### config.mk
export PLATFORM = sky130hd
export DESIGN_NAME = mult_scheduler
export DESIGN_NICKNAME = d
export VERILOG_FILES = /design/src/rtl/mult_scheduler.sv
export SDC_FILE = /design/constraint.sdc
export NUM_CORES = 1
export LEC_CHECK = 0
export CAP_MARGIN = 20
export CORE_MARGIN = 5
export CORE_UTILIZATION = 45
export DETAILED_ROUTE_END_ITERATION = 10
export GPL_ROUTABILITY_DRIVEN = 0
export PLACE_DENSITY = 0.77
export REMOVE_ABC_BUFFERS = 1
export SETUP_SLACK_MARGIN = 0.3
export SLEW_MARGIN = 20
export SYNTH_ARGS = -nofsm -noshare
export SYNTH_HDL_FRONTEND = slang
export SYNTH_SLANG_ARGS = --single-unit
### constraint.sdc
create_clock -name clk -period 7.3 [get_ports clk]
set_clock_uncertainty 0.1 [all_clocks]
set_input_delay 1.46 -clock clk [delete_from_list [all_inputs] [get_ports clk]]
set_output_delay 1.46 -clock clk [all_outputs]
set_load 0.01 [all_outputs]
### src/rtl/mult_scheduler.sv
// Round-robin scheduler sharing one sign-magnitude multiplier among NREQ requesters.
// state | meaning: IDLE = waiting for a request | MULT = product being registered | RESP = result held until accepted
module mult_scheduler #(
  parameter int NREQ = 4
) (
  input  logic                 clk,
  input  logic                 rst,
  input  logic [NREQ-1:0]      req_valid,
  input  logic [NREQ*16-1:0]   req_a,
  input  logic [NREQ*16-1:0]   req_b,
  output logic [NREQ-1:0]      req_ready,
  output logic                 rsp_valid,
  output logic [2:0]           rsp_id,
  output logic [31:0]          rsp_result,
  input  logic                 rsp_ready,
  output logic                 busy,
  output logic [15:0]          txn_count
);

  typedef enum logic [1:0] {IDLE, MULT, RESP} state_t;

  state_t          state;
  logic [2:0]      last_grant;
  logic [15:0]     op_a;
  logic [15:0]     op_b;
  logic [15:0]     count_q;
  logic [29:0]     product;

  logic            grant_any;
  logic [2:0]      grant_idx;
  logic [NREQ-1:0] grant_vec;
  logic [15:0]     sel_a;
  logic [15:0]     sel_b;

  // Round-robin: first look above last_grant, then wrap to the lowest index.
  always_comb begin
    grant_any = 1'b0;
    grant_idx = '0;
    grant_vec = '0;
    sel_a     = '0;
    sel_b     = '0;
    for (int i = 0; i < NREQ; i++) begin
      if (!grant_any && req_valid[i] && (3'(i) > last_grant)) begin
        grant_any    = 1'b1;
        grant_idx    = 3'(i);
        grant_vec[i] = 1'b1;
        sel_a        = req_a[16*i +: 16];
        sel_b        = req_b[16*i +: 16];
      end
    end
    for (int i = 0; i < NREQ; i++) begin
      if (!grant_any && req_valid[i]) begin
        grant_any    = 1'b1;
        grant_idx    = 3'(i);
        grant_vec[i] = 1'b1;
        sel_a        = req_a[16*i +: 16];
        sel_b        = req_b[16*i +: 16];
      end
    end
  end

  assign req_ready = (state == IDLE && !rst) ? grant_vec : '0;

  // The only multiplier: magnitudes of the latched operands.
  assign product   = 30'(op_a[14:0]) * 30'(op_b[14:0]);
  assign txn_count = count_q;

  always_ff @(posedge clk) begin
    if (rst) begin
      state      <= IDLE;
      last_grant <= 3'(NREQ - 1);
      op_a       <= '0;
      op_b       <= '0;
      rsp_valid  <= 1'b0;
      rsp_id     <= '0;
      rsp_result <= '0;
      busy       <= 1'b0;
      count_q    <= '0;
    end else begin
      unique case (state)
        IDLE: begin
          if (grant_any) begin
            op_a       <= sel_a;
            op_b       <= sel_b;
            last_grant <= grant_idx;
            busy       <= 1'b1;
            state      <= MULT;
          end
        end
        MULT: begin
          rsp_result <= {op_a[15] ^ op_b[15], 1'b0, product};
          rsp_id     <= last_grant;
          rsp_valid  <= 1'b1;
          state      <= RESP;
        end
        RESP: begin
          if (rsp_ready) begin
            rsp_valid <= 1'b0;
            count_q   <= count_q + 16'd1;
            busy      <= 1'b0;
            state     <= IDLE;
          end
        end
        default: begin
          state <= IDLE;
        end
      endcase
    end
  end

endmodule
==> impl_metrics.csv, run 1 <==
group,metric,value,unit
run_status,outcome,"complete, no violations",
finish,drive_gt1_share,2.46,%
power,irDropWorstVdd,251,uV
floorplan,pin_count,192,
sta,timing.hold.ws,0.359,ns
floorplan,core,25100,um^2
finish,synthToLayoutAreaGrowth,20.5,%
route,drtIter0Drc,638,
finish,multiInputGateArea,8640,um^2
route,vias,9907,
sta,finalCritPeriodShare,84.5,%
power,power_leakage,6.23,nW
worst_setup_path,cpMostUsedCell,"fa_1",
grt,grt_max_degree,45,
yosys,synth-xor-area-share,2.52,%
route,wl_per_cell,17.7,um
cts,cts_resized,0,
worst_hold_path,hp-class,"reg2reg",
yosys,synth_area,11500,um^2
floorplan,dieArea,28700,um^2
grt,grt_overflow,0,
cts,cts_buffers,9,
sta,setup_tns,0,ns
cts,clk_latency,0.35,ns
cts,htreeDepth,3,
placed_design,dpl.hpwl,25.1,mm
yosys,synthAdderAreaFrac,39.6,%
worst_setup_path,crit_buf_inv,4,
sta,setup_viol,0,
yosys,yosys-top-cells-area,"fa_1 29%, dfxtp_1 15%, ha_1 10%, and2_1 7.2%, inv_1 6.5%",
yosys,async_flop_share,0,%
worst_setup_path,path_class,"reg2reg",
yosys,synth_cells,1333,
yosys,ys_warn_count,0,
power,internal_power,1.99,mW
worst_setup_path,cp_max_fo,16,
sta,maxSlewViolCount,0,
power,switching_share,49.7,%
grt,groute.usage.overall,22.4,%
yosys,synth-edff-count,0,
placed_design,portBuffers,189,
power,clkPwrFrac,12.5,%
power,switchingPower,1.97,mW
route,first_pass_iters,6,
floorplan,die_h,170,um
yosys,synth_seq_cells,87,
yosys,ys.flop_type,"dfxtp_1",
cts,clkTransAtPathRegs,0.07,ns
yosys,ys_seq_area_share,15.2,%
worst_setup_path,crit_slowest_cell,"dfxtp_1",
cts,post-cts-setup-buffers,0,
placed_design,dp.cells,1779,
worst_setup_path,cp.arrival,6.36,ns
yosys,yosysTopAreaCell,"fa_1",
floorplan,rows,58,
finish,fin_nets,1857,
sta,hold_violations,0,
cts,tritoncts,"built",
worst_setup_path,required,7.49,ns
sta,grt_setup_unrepaired,"no",
worst_setup_path,cp_cell_sequence,"and2_1, fa_1, inv_1, fa_1, inv_1, fa_1, fa_1, fa_1, inv_1, fa_1, inv_1, ha_1, nand4_1, nor2_1, o211ai_1, a21oi_2, a31oi_1, or3_1, nand3_1",
route,ant_nets,0,
yosys,synth.top_cell.area_share,29.2,%
sta,slew-limit-headroom,47.5,%
sta,clock.fmax,162,MHz
cts,clock-sinks,87,
worst_setup_path,rrSetupSlack,1.13,ns
cts,clockBufferDepth,2,
yosys,muxShareOfSynthArea,0.175,%
finish,seqCellArea,1740,um^2
yosys,synth_top_family_by_area,"adder cells",
route,routed_wl,31.8,mm
floorplan,die_w,170,um
yosys,synthTopCellsByCount,"198 x inv_1, 192 x nand2_1, 167 x fa_1",
grt,first_global_vias,10400,
sta,post-route-min-period,6.17,ns
worst_setup_path,slowest_delay,0.84,ns
yosys,synth-compound-area-share,14.2,%
power,pwr-share-seq,18.8,%
yosys,synth_area_per_cell,8.59,um^2
cts,cts-root-buf,"clkbuf_16",
finish,diodes,0,
sta,worst_pin_slew,0.787,ns
yosys,synth.most_common_cell,"inv_1",
job,drv_cap,0,
yosys,synth.distinct_cells,61,
power,comb_power_share,68.7,%
power,powerDensity,287,nW/um^2
finish,fillers,2305,
finish,final_cells,1795,
worst_setup_path,crit_family,"adder cells",
cts,hold_buffers,0,
grt,grt_pass1_wl,52.3,mm
grt,antenna_found_initial,0,
route,drc_errors,0,
power,total_power,3.96,mW
yosys,synth_simple_gate_area_share,18.8,%
worst_setup_path,critPathCaptureType,"flip-flop",
floorplan,start_util,45.6,%
route,viasPerCell,5.52,
worst_setup_path,crit_path_start_kind,"flip-flop",
[worst register-to-register path, delay by kind of cell, from the launching register on]
kind	cells	cell delay [ns]
fa+ha+maj	7	3.14
compound gates	3	0.65
buf+inv	4	0.28
simple gates	5	1.10
flops	1	0.84
[final cells by class]
class	instances	area share, %
clock buffer	10	1.66
clock inverter	6	0.544
inverter	198	5.38
multi-input combinational	966	62.6
sequential	87	12.6
tap	330	2.99
timing repair buffer	198	14.2
[through the flow]
stage | cell area, um^2 | setup slack [ns] | util (%)
after detailed placement | 13500 | 1.26 | 53.8
after floorplan | 11100 | 1.85 | -
after global placement | 13500 | 1.41 | 53.8
after global routing | 13800 | 0.665 | 55.0
final | 13800 | 1.13 | 55.0
after CTS | 13800 | 1.17 | 55.0
[power groups by stage]
stage,combinational [mW],sequential [mW],clock (mW)
after CTS,2.74,0.738,0.499
after global routing,3.04,0.759,0.520
after global placement,2.66,0.741,0
after detailed placement,2.71,0.747,0
final,2.72,0.745,0.495
after floorplan,1.88,0.693,0
[registers in the layout, indices dropped and copies added (netlist names)]
register    flops
rsp_valid       1
last_grant      2
op_b           16
busy            1
txn_count      16
rsp_id          2
op_a           16
state           2
rsp_result     31
[routing by layer]
| layer | global-route usage, % | routed length (um) | up-vias |
|---|---|---|---|
| met5 | 0 | 0 | - |
| met4 | 7.70 | 1120 | 0 |
| met3 | 4.33 | 2290 | 76 |
| met2 | 40.3 | 16300 | 383 |
| met1 | 26.8 | 12100 | 4868 |
| li1 | - | - | 4580 |
[final timing paths]
| kind | from | to | cells after the start |
|---|---|---|---|
| min reg2reg | rsp_result[15] | rsp_result[15] | 2 |
| min | rsp_result[15] | rsp_result[15] | 2 |
| max | op_a[10] | rsp_result[26] | 19 |
| max reg2reg | op_a[10] | rsp_result[26] | 19 |
[cell families (layout without fill, tap and decap cells)]
family / Yosys count / count (layout)
xor+xnor: 33 / 33
mux: 2 / 2
compound gates: 231 / 231
simple gates: 436 / 436
other cells: 1 / 2
fa+ha+maj: 262 / 262
buf+inv: 281 / 412
flops: 87 / 87
[cells in the final DEF, fill, tap and decap left out, types with 3 or more instances in the layout]
cell             count
and4_1               3
nand2_1            192
a31oi_1              9
and3_1               6
nor2_1              36
o22ai_1              5
o21a_1               4
nand3_1              8
o211ai_1             3
xnor2_1             21
a21oi_1             85
xor2_1              12
or3_1                9
buf_4                9
a221o_1             33
dfxtp_1             87
clkdlybuf4s50_1    189
ha_1                95
nor4_1               4
clkbuf_16            9
nand2b_1             7
a221oi_1            32
fa_1               167
inv_1              198
and2_1             132
nor2b_1              8
a21o_1               9
nand4_1             10
o21ai_0             28
nor3_1              11
No activity file was read; power rests on OpenSTA's default activity.
==> run 2: changes to the inputs <==
==> constraint.sdc (replaced) <==
create_clock -name clk -period 6.2 [get_ports clk]
set_clock_uncertainty 0.1 [all_clocks]
set_input_delay 1.24 -clock clk [delete_from_list [all_inputs] [get_ports clk]]
set_output_delay 1.24 -clock clk [all_outputs]
set_load 0.01 [all_outputs]
==> run 2 against run 1 <==
Wire length increased by 2.3%. Count of clock-buffer cells in the layout shrank 1. Final area is 2.1% higher. Fmax rose by 8.4%. Critical path depth grew 1. Total power up 24%. Sequential power increased by 11%. Register-to-register slack got worse by 0.62 ns. Sequential share of layout area is essentially flat. Worst setup slack worse by 0.62 ns. Die area stayed put. Combinational power is 27% higher. Critical path type unchanged. Critical endpoint is now rsp_result[23]. Largest power group unchanged.
==> impl_metrics.csv, run 2 (synthesis results as in run 1) <==
group,metric,value,unit
run_status,outcome,"complete, no violations",
cts,clkTransAtPathRegs,0.08,ns
route,routed_wl,32.6,mm
sta,grt_setup_unrepaired,"no",
sta,setup_tns,0,ns
grt,use_met3,4.40,%
cts,htreeDepth,3,
route,first_pass_iters,5,
finish,multiInputGateArea,8710,um^2
floorplan,rows,58,
sta,fin_ws,0.511,ns
cts,cts_buffers,9,
worst_setup_path,path_class,"reg2reg",
sta,maxSlewViolCount,0,
sta,hold_violations,0,
finish,fin_nets,1879,
worst_setup_path,required,6.34,ns
finish,diodes,0,
route,ant_nets,0,
worst_setup_path,cp.arrival,5.83,ns
finish,fillers,2259,
finish,synthToLayoutAreaGrowth,23.1,%
worst_setup_path,cp_max_fo,12,
finish,final_common_cell,"inv_1",
route,vias,10000,
placed_design,dpl.hpwl,26.1,mm
grt,groute.usage.overall,22.5,%
sta,setup_viol,0,
floorplan,die_w,170,um
finish,largest_reg_flops,31,
grt,grt_use_met1,26.2,%
power,irDropWorstVdd,381,uV
route,drc_errors,0,
finish,seqCellArea,1780,um^2
floorplan,pin_count,192,
floorplan,start_util,45.6,%
grt,grt.met2_usage,40.3,%
sta,post-route-min-period,5.69,ns
placed_design,dp_slack,0.283,ns
job,drv_cap,0,
finish,final_cell_mix,"198 x inv_1, 192 x nand2_1, 189 x clkdlybuf4s50_1, 167 x fa_1, 132 x and2_1",
sta,slew-limit-headroom,26.8,%
cts,clock-sinks,87,
sta,clock.fmax,176,MHz
power,power_leakage,6.36,nW
floorplan,core,25100,um^2
cts,hold_buffers,0,
sta,finalCritPeriodShare,91.8,%
cts,cts-root-buf,"clkbuf_16",
power,powerDensity,348,nW/um^2
worst_setup_path,crit_path_start_kind,"flip-flop",
placed_design,portBuffers,189,
route,viasPerCell,5.51,
grt,grt_busiest_layer,"met2",
grt,grt_pass1_wl,51.9,mm
grt,grt_overflow,0,
cts,tritoncts,"built",
cts,clockBufferDepth,2,
finish,drive_gt1_share,6.19,%
floorplan,dieArea,28700,um^2
worst_setup_path,critPathCaptureType,"flip-flop",
grt,grt_max_degree,46,
cts,clk_latency,0.36,ns
finish,top_register,"rsp_result",
route,drtIter0Drc,612,
sta,worst_pin_slew,1.10,ns
grt,first_global_vias,10500,
floorplan,die_h,170,um
grt,antenna_found_initial,0,
route,wl_per_cell,17.9,um
worst_hold_path,hp-class,"reg2reg",
[run 2: cell type report]
class,count,share of cell area [%]
inverter,198,5.27
clock inverter,7,0.692
multi-input combinational,966,61.8
tap,330,2.93
timing repair buffer,220,15.1
clock buffer,9,1.60
sequential,87,12.6
[run 2: repair_timing]
| item | 4_1_cts | 5_1_grt |
|---|---|---|
| setup endpoints to repair | 2 | 13 |
| resized for setup | 11 | 34 |
| setup buffers | 0 | 2 |
| pin swaps | 0 | 5 |
[run 2: power by group]
group | switching (mW) | total (mW) | internal [mW]
registers | 0.162 | 0.829 | 0.667
clock network | 0.282 | 0.609 | 0.327
logic | 1.97 | 3.46 | 1.49
total | 2.41 | 4.90 | 2.49
[run 2: final timing paths]
| path | endpoint | from | slack (ns) | cells past startpoint |
|---|---|---|---|---|
| setup / recovery | rsp_result[23] | op_b[3] | 0.51 | 20 |
| hold / removal | rsp_result[21] | rsp_result[21] | 0.35 | 2 |
| setup reg to reg | rsp_result[23] | op_b[3] | 0.51 | 20 |
| hold reg to reg | rsp_result[21] | rsp_result[21] | 0.35 | 2 |
[run 2: through the flow]
step	hold slack (ns)	power [mW]	cell area (um^2)	utilization [%]	cells
3_3_place_gp	0.340	4.06	13600	54.4	1799
5_1_grt	0.379	5.34	14100	56.1	1817
3_5_place_dp	0.348	4.13	13600	54.4	1799
4_1_cts	0.358	4.78	14000	55.7	1815
2_1_floorplan	0.349	3.03	11100	-	1251
6_report	0.353	4.90	14100	56.1	1817
[run 2: worst max-delay path, stage by stage, from the launching register on]
cell	delay (ns)
dfxtp_4	0.41
buf_4	0.17
and2_1	0.16
fa_1	0.54
inv_1	0.05
fa_1	0.49
inv_1	0.05
ha_1	0.27
ha_1	0.30
fa_1	0.48
inv_1	0.05
fa_1	0.49
inv_1	0.05
ha_1	0.35
and3_1	0.18
a221o_1	0.45
nor3_1	0.25
o221ai_1	0.24
a21oi_1	0.22
xor2_1	0.17
o21ai_0	0.09
[run 2: per-layer routing]
layer / vias to the layer above / part of all wire [%]
li1: 4623 / -
met4: 0 / 4.4
met2: 397 / 51
met5: - / 0
met3: 94 / 6.6
met1: 4906 / 38
